--- src/rtl/uart_line_rx.sv ---
// uart_line_rx: assembles UART bytes into a terminated line and
// hands the held line out one byte per rd_en request.
//
// Ports:
//   clk, rst        clock, asynchronous active-low reset
//   received        one-cycle strobe, rx_byte valid
//   rx_byte         received byte
//   recv_error      one-cycle framing-error strobe
//   rd_en           request next byte of the held line
//   line_ready      a completed line is held and readable
//   line_len        bytes stored in the current line
//   truncated       held line was ended by a full buffer
//   rd_data         byte returned for the previous rd_en
//   rd_valid        one-cycle strobe, rd_data valid
//   err_count       saturating count of recv_error strobes
//   drop_count      saturating count of bytes dropped in HOLD
module uart_line_rx #(
    parameter int unsigned DEPTH = 32,
    parameter logic [7:0]  TERM  = 8'h0A
) (
    input  logic       clk,
    input  logic       rst,
    input  logic       received,
    input  logic [7:0] rx_byte,
    input  logic       recv_error,
    input  logic       rd_en,
    output logic       line_ready,
    output logic [5:0] line_len,
    output logic       truncated,
    output logic [7:0] rd_data,
    output logic       rd_valid,
    output logic [7:0] err_count,
    output logic [7:0] drop_count
);

    // Buffer is rounded up to a power of two so the address slices
    // of line_len/ptr index it exactly.
    localparam int unsigned AW    = (DEPTH > 1) ? $clog2(DEPTH) : 1;
    localparam int unsigned SLOTS = 1 << AW;
    localparam logic [5:0]  FULL  = 6'(DEPTH);

    typedef enum logic {
        COLLECT,
        HOLD
    } state_t;

    state_t     state_q, state_d;
    logic [7:0] mem [SLOTS];
    logic [5:0] len_q, len_d;
    logic [5:0] ptr_q, ptr_d;
    logic       trunc_q, trunc_d;
    logic [7:0] rd_data_q, rd_data_d;
    logic       rd_valid_q, rd_valid_d;
    logic [7:0] err_q, err_d;
    logic [7:0] drop_q, drop_d;
    logic       wr_en;
    logic [5:0] len_inc;
    logic       last_rd;

    assign len_inc = len_q + 6'd1;
    // ptr reaching the final stored byte ends the readout.
    assign last_rd = (ptr_q == (len_q - 6'd1));

    always_ff @(posedge clk or negedge rst) begin
        if (!rst) begin
            state_q    <= COLLECT;
            len_q      <= '0;
            ptr_q      <= '0;
            trunc_q    <= 1'b0;
            rd_data_q  <= '0;
            rd_valid_q <= 1'b0;
            err_q      <= '0;
            drop_q     <= '0;
        end else begin
            state_q    <= state_d;
            len_q      <= len_d;
            ptr_q      <= ptr_d;
            trunc_q    <= trunc_d;
            rd_data_q  <= rd_data_d;
            rd_valid_q <= rd_valid_d;
            err_q      <= err_d;
            drop_q     <= drop_d;
        end
    end

    // Line storage needs no reset: line_len gates what is readable.
    always_ff @(posedge clk) begin
        if (wr_en) begin
            mem[len_q[AW-1:0]] <= rx_byte;
        end
    end

    always_comb begin
        state_d    = state_q;
        len_d      = len_q;
        ptr_d      = ptr_q;
        trunc_d    = trunc_q;
        rd_data_d  = rd_data_q;
        rd_valid_d = 1'b0;
        err_d      = err_q;
        drop_d     = drop_q;
        wr_en      = 1'b0;

        if (recv_error && (err_q != 8'hFF)) begin
            err_d = err_q + 8'd1;
        end

        unique case (state_q)
            COLLECT: begin
                // An error in the same cycle as a byte discards both
                // the byte and the partial line.
                if (recv_error) begin
                    len_d = '0;
                end else if (received) begin
                    if (rx_byte != TERM) begin
                        wr_en = 1'b1;
                        len_d = len_inc;
                        if (len_inc == FULL) begin
                            state_d = HOLD;
                            trunc_d = 1'b1;
                        end
                    end else if (len_q != 6'd0) begin
                        state_d = HOLD;
                        trunc_d = 1'b0;
                    end
                end
            end
            HOLD: begin
                if (received && (drop_q != 8'hFF)) begin
                    drop_d = drop_q + 8'd1;
                end
                if (rd_en) begin
                    rd_valid_d = 1'b1;
                    rd_data_d  = mem[ptr_q[AW-1:0]];
                    ptr_d      = ptr_q + 6'd1;
                    if (last_rd) begin
                        state_d = COLLECT;
                        ptr_d   = '0;
                        len_d   = '0;
                        trunc_d = 1'b0;
                    end
                end
            end
        endcase
    end

    assign line_ready = (state_q == HOLD);
    assign line_len   = len_q;
    assign truncated  = trunc_q;
    assign rd_data    = rd_data_q;
    assign rd_valid   = rd_valid_q;
    assign err_count  = err_q;
    assign drop_count = drop_q;

endmodule
--- config.mk ---
export PLATFORM = sky130hd
export DESIGN_NAME = uart_line_rx
export DESIGN_NICKNAME = d
export VERILOG_FILES = /design/src/rtl/uart_line_rx.sv
export SDC_FILE = /design/constraint.sdc
export NUM_CORES = 1
export LEC_CHECK = 0
export ABC_AREA = 1
export CAP_MARGIN = 10
export CELL_PAD_IN_SITES_DETAIL_PLACEMENT = 1
export CELL_PAD_IN_SITES_GLOBAL_PLACEMENT = 2
export CORE_UTILIZATION = 41
export DETAILED_ROUTE_END_ITERATION = 10
export GPL_TIMING_DRIVEN = 1
export PLACE_DENSITY_LB_ADDON = 0.1
export SLEW_MARGIN = 40
export SYNTH_ARGS = -nofsm -noshare
export SYNTH_HDL_FRONTEND = slang
export SYNTH_SLANG_ARGS = --single-unit
--- constraint.sdc ---
create_clock -name clk -period 2.2 [get_ports clk]
set_clock_uncertainty 0.1 [all_clocks]
set_input_delay 0.66 -clock clk [delete_from_list [all_inputs] [get_ports clk]]
set_output_delay 0.66 -clock clk [all_outputs]
set_load 0.03 [all_outputs]
Yosys cells after proc, flatten, opt, wreduce, memory -nomap -nowiden

Memory sizes are Yosys's and may differ from the RTL's. A register that Yosys moved wholly into a read port is not among the register bits.
Index checks and enable logic that the tools add are counted.
Widths: inputs -> output; s select.

Flip-flop bits (word level): 31
Latch bits: 0
Memory bits (writable): 256
Bits in read-only memories: 0
Input bits: 13
Output and inout bits: 33
Word-level logic and storage cells: 66
Memories kept: 1

$add $sub $neg: 5
Multipliers: 0
Divide/modulo/power cells: 0
Magnitude comparators: 0
Equality and inequality tests: 13
Shift-type cells: 0
Multiplexer cells: 31
Bitwise logic cells: 1
Reduce and logical (&&, ||, !) cells: 8

Memory list:

| memory | depth | bits a word | read ports | clocked after Yosys merged registers in | wr ports | line | source |
|---|---|---|---|---|---|---|---|
| mem    | 32    | 8           | 1          | 1                                       | 1        | 48   | `logic [7:0] mem [SLOTS];` |

Operator list:

| kind                | count |
|---|---|
| $mux 6              | 6 |
| $mux 1              | 22 |
| $add 8x1->8 const B | 2 |
| $ne 8x8->1 const B  | 2 |
| $add 6x1->6 const B | 2 |
| $ne 3x3->1 const B  | 4 |
| $pmux 6 s2          | 1 |
| $ne 8x4->1 const B  | 1 |
| $eq 6x6->1          | 1 |
| $eq 6x6->1 const B  | 1 |
| $ne 2x2->1 const B  | 3 |
| $reduce_and 6->1    | 1 |
| $reduce_bool 6->1   | 1 |
| $sub 6x1->6 const B | 1 |
| $pmux 1 s2          | 2 |
| $reduce_and 2->1    | 2 |
| $reduce_and 4->1    | 1 |
| $logic_and 1x1->1   | 2 |
| $ne 2x1->1 const B  | 1 |
| $logic_not 1->1     | 1 |
| $not 1->1           | 1 |

Depth between registers and ports, before layout

Word-level depth: 7
Mapped depth: 13
Gate-level depth less buffers: 13

Worst setup path before layout

No wires, ideal clock.

Path kind: input port to flip-flop
From: in recv_error
To: mem mem[12][0], enable pin
Library setup time: 0.370 ns
Data arrival time: 1.735 ns
Required time: 1.730 ns
Setup slack: -0.005 ns
Stages on the path: 7
Buffers on the path: 0
Cells stage by stage: nor2_1 -> inv_1 -> nor2_1 -> nand2_1 -> inv_1 -> nand2_1 -> nor2_1

Word-level cells in the longest chain between the ends: 4

RTL lines:

| item                         | line | source |
|---|---|---|
| from (decl)                  | 25   | `input logic recv_error,` |
| $mux 1                       | 112  | `if (recv_error) begin` |
| $mux 1                       | 108  | `unique case (state_q)` |
| $mux 1                       | 88   | `if (wr_en) begin` |
| $mux 1 (implied by the code) | 89   | `mem[len_q[AW-1:0]] <= rx_byte;` |
| to (decl)                    | 48   |  |

Every way passes these cells.

Worst setup path after layout

From: in rx_byte[7]
To: mem mem[28][6], enable pin

Word-level cells in the longest chain between the ends: 7

RTL lines:

| item                         | line | source |
|---|---|---|
| from (decl)                  | 24   | `input logic [7:0] rx_byte,` |
| $ne 8x4->1                   | 115  | `if (rx_byte != TERM) begin` |
| $mux 1                       | 115  |  |
| $mux 1                       | 114  | `end else if (received) begin` |
| $mux 1                       | 112  |  |
| $mux 1                       | 108  |  |
| $mux 1                       | 88   |  |
| $mux 1 (implied by the code) | 89   |  |

Every way passes these cells.

==> results.txt <==
Initial antenna violation count: 1
Die H: 176 um
Bufs on Longest Clock Path: 3
Top post-synthesis cells by count: edfxtp_1, nor2_1, nand2_1
Synthesized flop and latch total: 295
Cell with the most instances after synthesis: edfxtp_1
Final Critical Period: 2110 ps
Worst-path clk slew: 60 ps
Worst min path class: in2async
I/O Buffers: 45
WL/cell: 22.9 um
Die width: 176 um
CORE AREA: 29700 um2
Drt total wl: 37400 um
1st-pass router iterations: 4
Worst EP arrival: 2200 ps
Syn-to-layout area delta: 21.9%
Final core utilization: 0.510
Worst R2R Setup Slack: 90 ps
Crit path capture type: flop
Endpoints failing setup: 0
Finished Cell Area: 15200 um2
TritonCTS Buffers: 34
Placement Setup Slack: -914 ps
Worst vdd ir: 686 uV
Cell Area, Synth: 12400 um2
Post-synthesis sequential area ratio: 0.696
Top cells by area, synth: edfxtp_1, dfrtp_1, nor2_1, nand2_1, o21ai_0
Post-synthesis cell count: 1121
Worst EP required: 2290 ps
Pin count of the biggest net entering global routing: 63
Pwr per Cell Area: 1240 nW/um2
Highest Clock Rate: 0.474 GHz
Fin crit share: 0.960
Unrepaired setup endpoints after global routing: false
DRT iter0 DRCs: 561
Final WS setup: 88.4 ps
Slew headroom: 0.568
Routed Antenna Nets: 0
Leakage: 5.60 nW
Root Driver: clkbuf_16
Critical path class: in2reg
Synthesized net count: 1142
First-pass GRT wire length: 56600 um
Leading area contributor after synthesis: edfxtp_1
Async set-or-reset flop fraction in the synthesized netlist: 0.132
Via-per-instance ratio: 5.26
Rows: 63
Top cell type's share of synthesized area: 0.618
H-Tree Depth: 2
Worst Tran Pin Value: 647 ps
I/O pins: 46
DR vias: 8613
Area occupied by registers: 8670 um2
Final hold violation count: 0
GRT Overall Usage: 0.252
Post-synth EDFFs: 256
Max-Cap Viols: 0
Placed instance area: 13800 um2
TritonCTS clock tree: built
Grt ovf: 0
Syn. warnings: 0
Count of different cell masters after synthesis: 29
CTS Hold Bufs: 0
Later-pin clock latency in the skew report: 520 ps
Synth Flop Type: edfxtp_1
Status: complete, no violations
Clock sink count: 295
Starting density of the core: 0.419
Die area: 31100 um2
Vias in the first global route: 9128
DRC errors left: 0
Startpoint types: primary input
Filler instances: 3100
Final GP Congestion: 0.795
Hpwl dp: 24400 um
Share of cells above drive strength 1: 0.145
Area of the multi-input gates: 3600 um2
Syn_area_per_cell: 11.1 um2
Post-CTS Setup Inserts: 0
Max-slew violations: 0
Nets@finish: 1241
Maximum fanout along the worst path: 8
==> where the power goes <==
part	internal, mW	switching, mW	total, mW
clock	3.31	2.25	5.57
combinational	2.19	4.39	6.58
sequential	6.40	0.309	6.70
==> routing by layer <==
metal,global-route usage,share of wire
met1,0.348,0.45
met5,0,0
met3,0.0454,0.052
met2,0.405,0.47
met4,0.0754,0.021
==> metrics by stage <==
stage	instances	power, mW	hold WS [ps]	TNS [ps]
after floorplan	1121	10.6	264	-990
after global placement	1574	13.5	365	-188220
after detailed placement	1574	13.5	366	-209630
after CTS	1635	19.0	132	0
after global routing	1635	19.8	156	0
final	1636	18.8	111	0
==> sequential cells by signal, summed over array words and instances (netlist names) <==
signal	cells
line_ready	1
rd_valid	1
err_count	8
truncated	1
mem	256
ptr_q	6
rd_data	8
drop_count	8
line_len	6
==> what timing repair did <==
item | CTS | global route
pin swaps | 1 | 1
setup endpoints to repair | 281 | 256
hold endpoints to repair | 0 | 0
resized for setup | 101 | 19
==> worst paths after layout <==
kind | from | end | cells after the start
min | rst | rd_data[3] | 2
max | rx_byte[7] | mem[28][6] | 9
max reg2reg | ptr_q[0] | rd_data[4] | 10
min reg2reg | rd_data[3] | rd_data[3] | 2
min in group clk | rd_data[3] | rd_data[3] | 2
max in group asynchronous | rst | ptr_q[0] | 2
==> critical path, stage by stage <==
cell and delay (ps):
clkdlybuf4s50_1 510, buf_12 140, nor4_2 50, nand2_1 100
nand2_1 80, inv_2 110, nand2_1 120, buf_6 190
nor2_4 230
==> cell usage in the layout (no fill, tap or decap), types with 31 or more instances in the layout <==
cell / netlist / final
buf_4: 5 / 53
clkbuf_16: 0 / 35
dfrtp_1: 39 / 35
edfxtp_1: 256 / 256
inv_1: 46 / 44
nand2_1: 189 / 189
nand3_1: 87 / 85
nor2_1: 232 / 199
nor2_4: 0 / 31
o211ai_1: 32 / 32
o21ai_0: 119 / 118
==> kinds of logic after synthesis <==
group                      share of synthesized area
and+or+nand+nor                                0.171
adders and majority gates                    0.00804
xor gates and xnor gates                      0.0134
buffers and inverters                         0.0355
AOI/OAI and AO/OA                             0.0750
DFF                                            0.696
muxes                                       0.000905
==> cell type report <==
class	count	share of cell area
antenna	1	0.000165
clock inverter	19	0.0126
timing repair buffer	116	0.0738
multi-input combinational	724	0.237
clock buffer	42	0.0601
sequential	295	0.572
tap	390	0.0322
inverter	49	0.0122
Power figures use the tool's default switching activity.
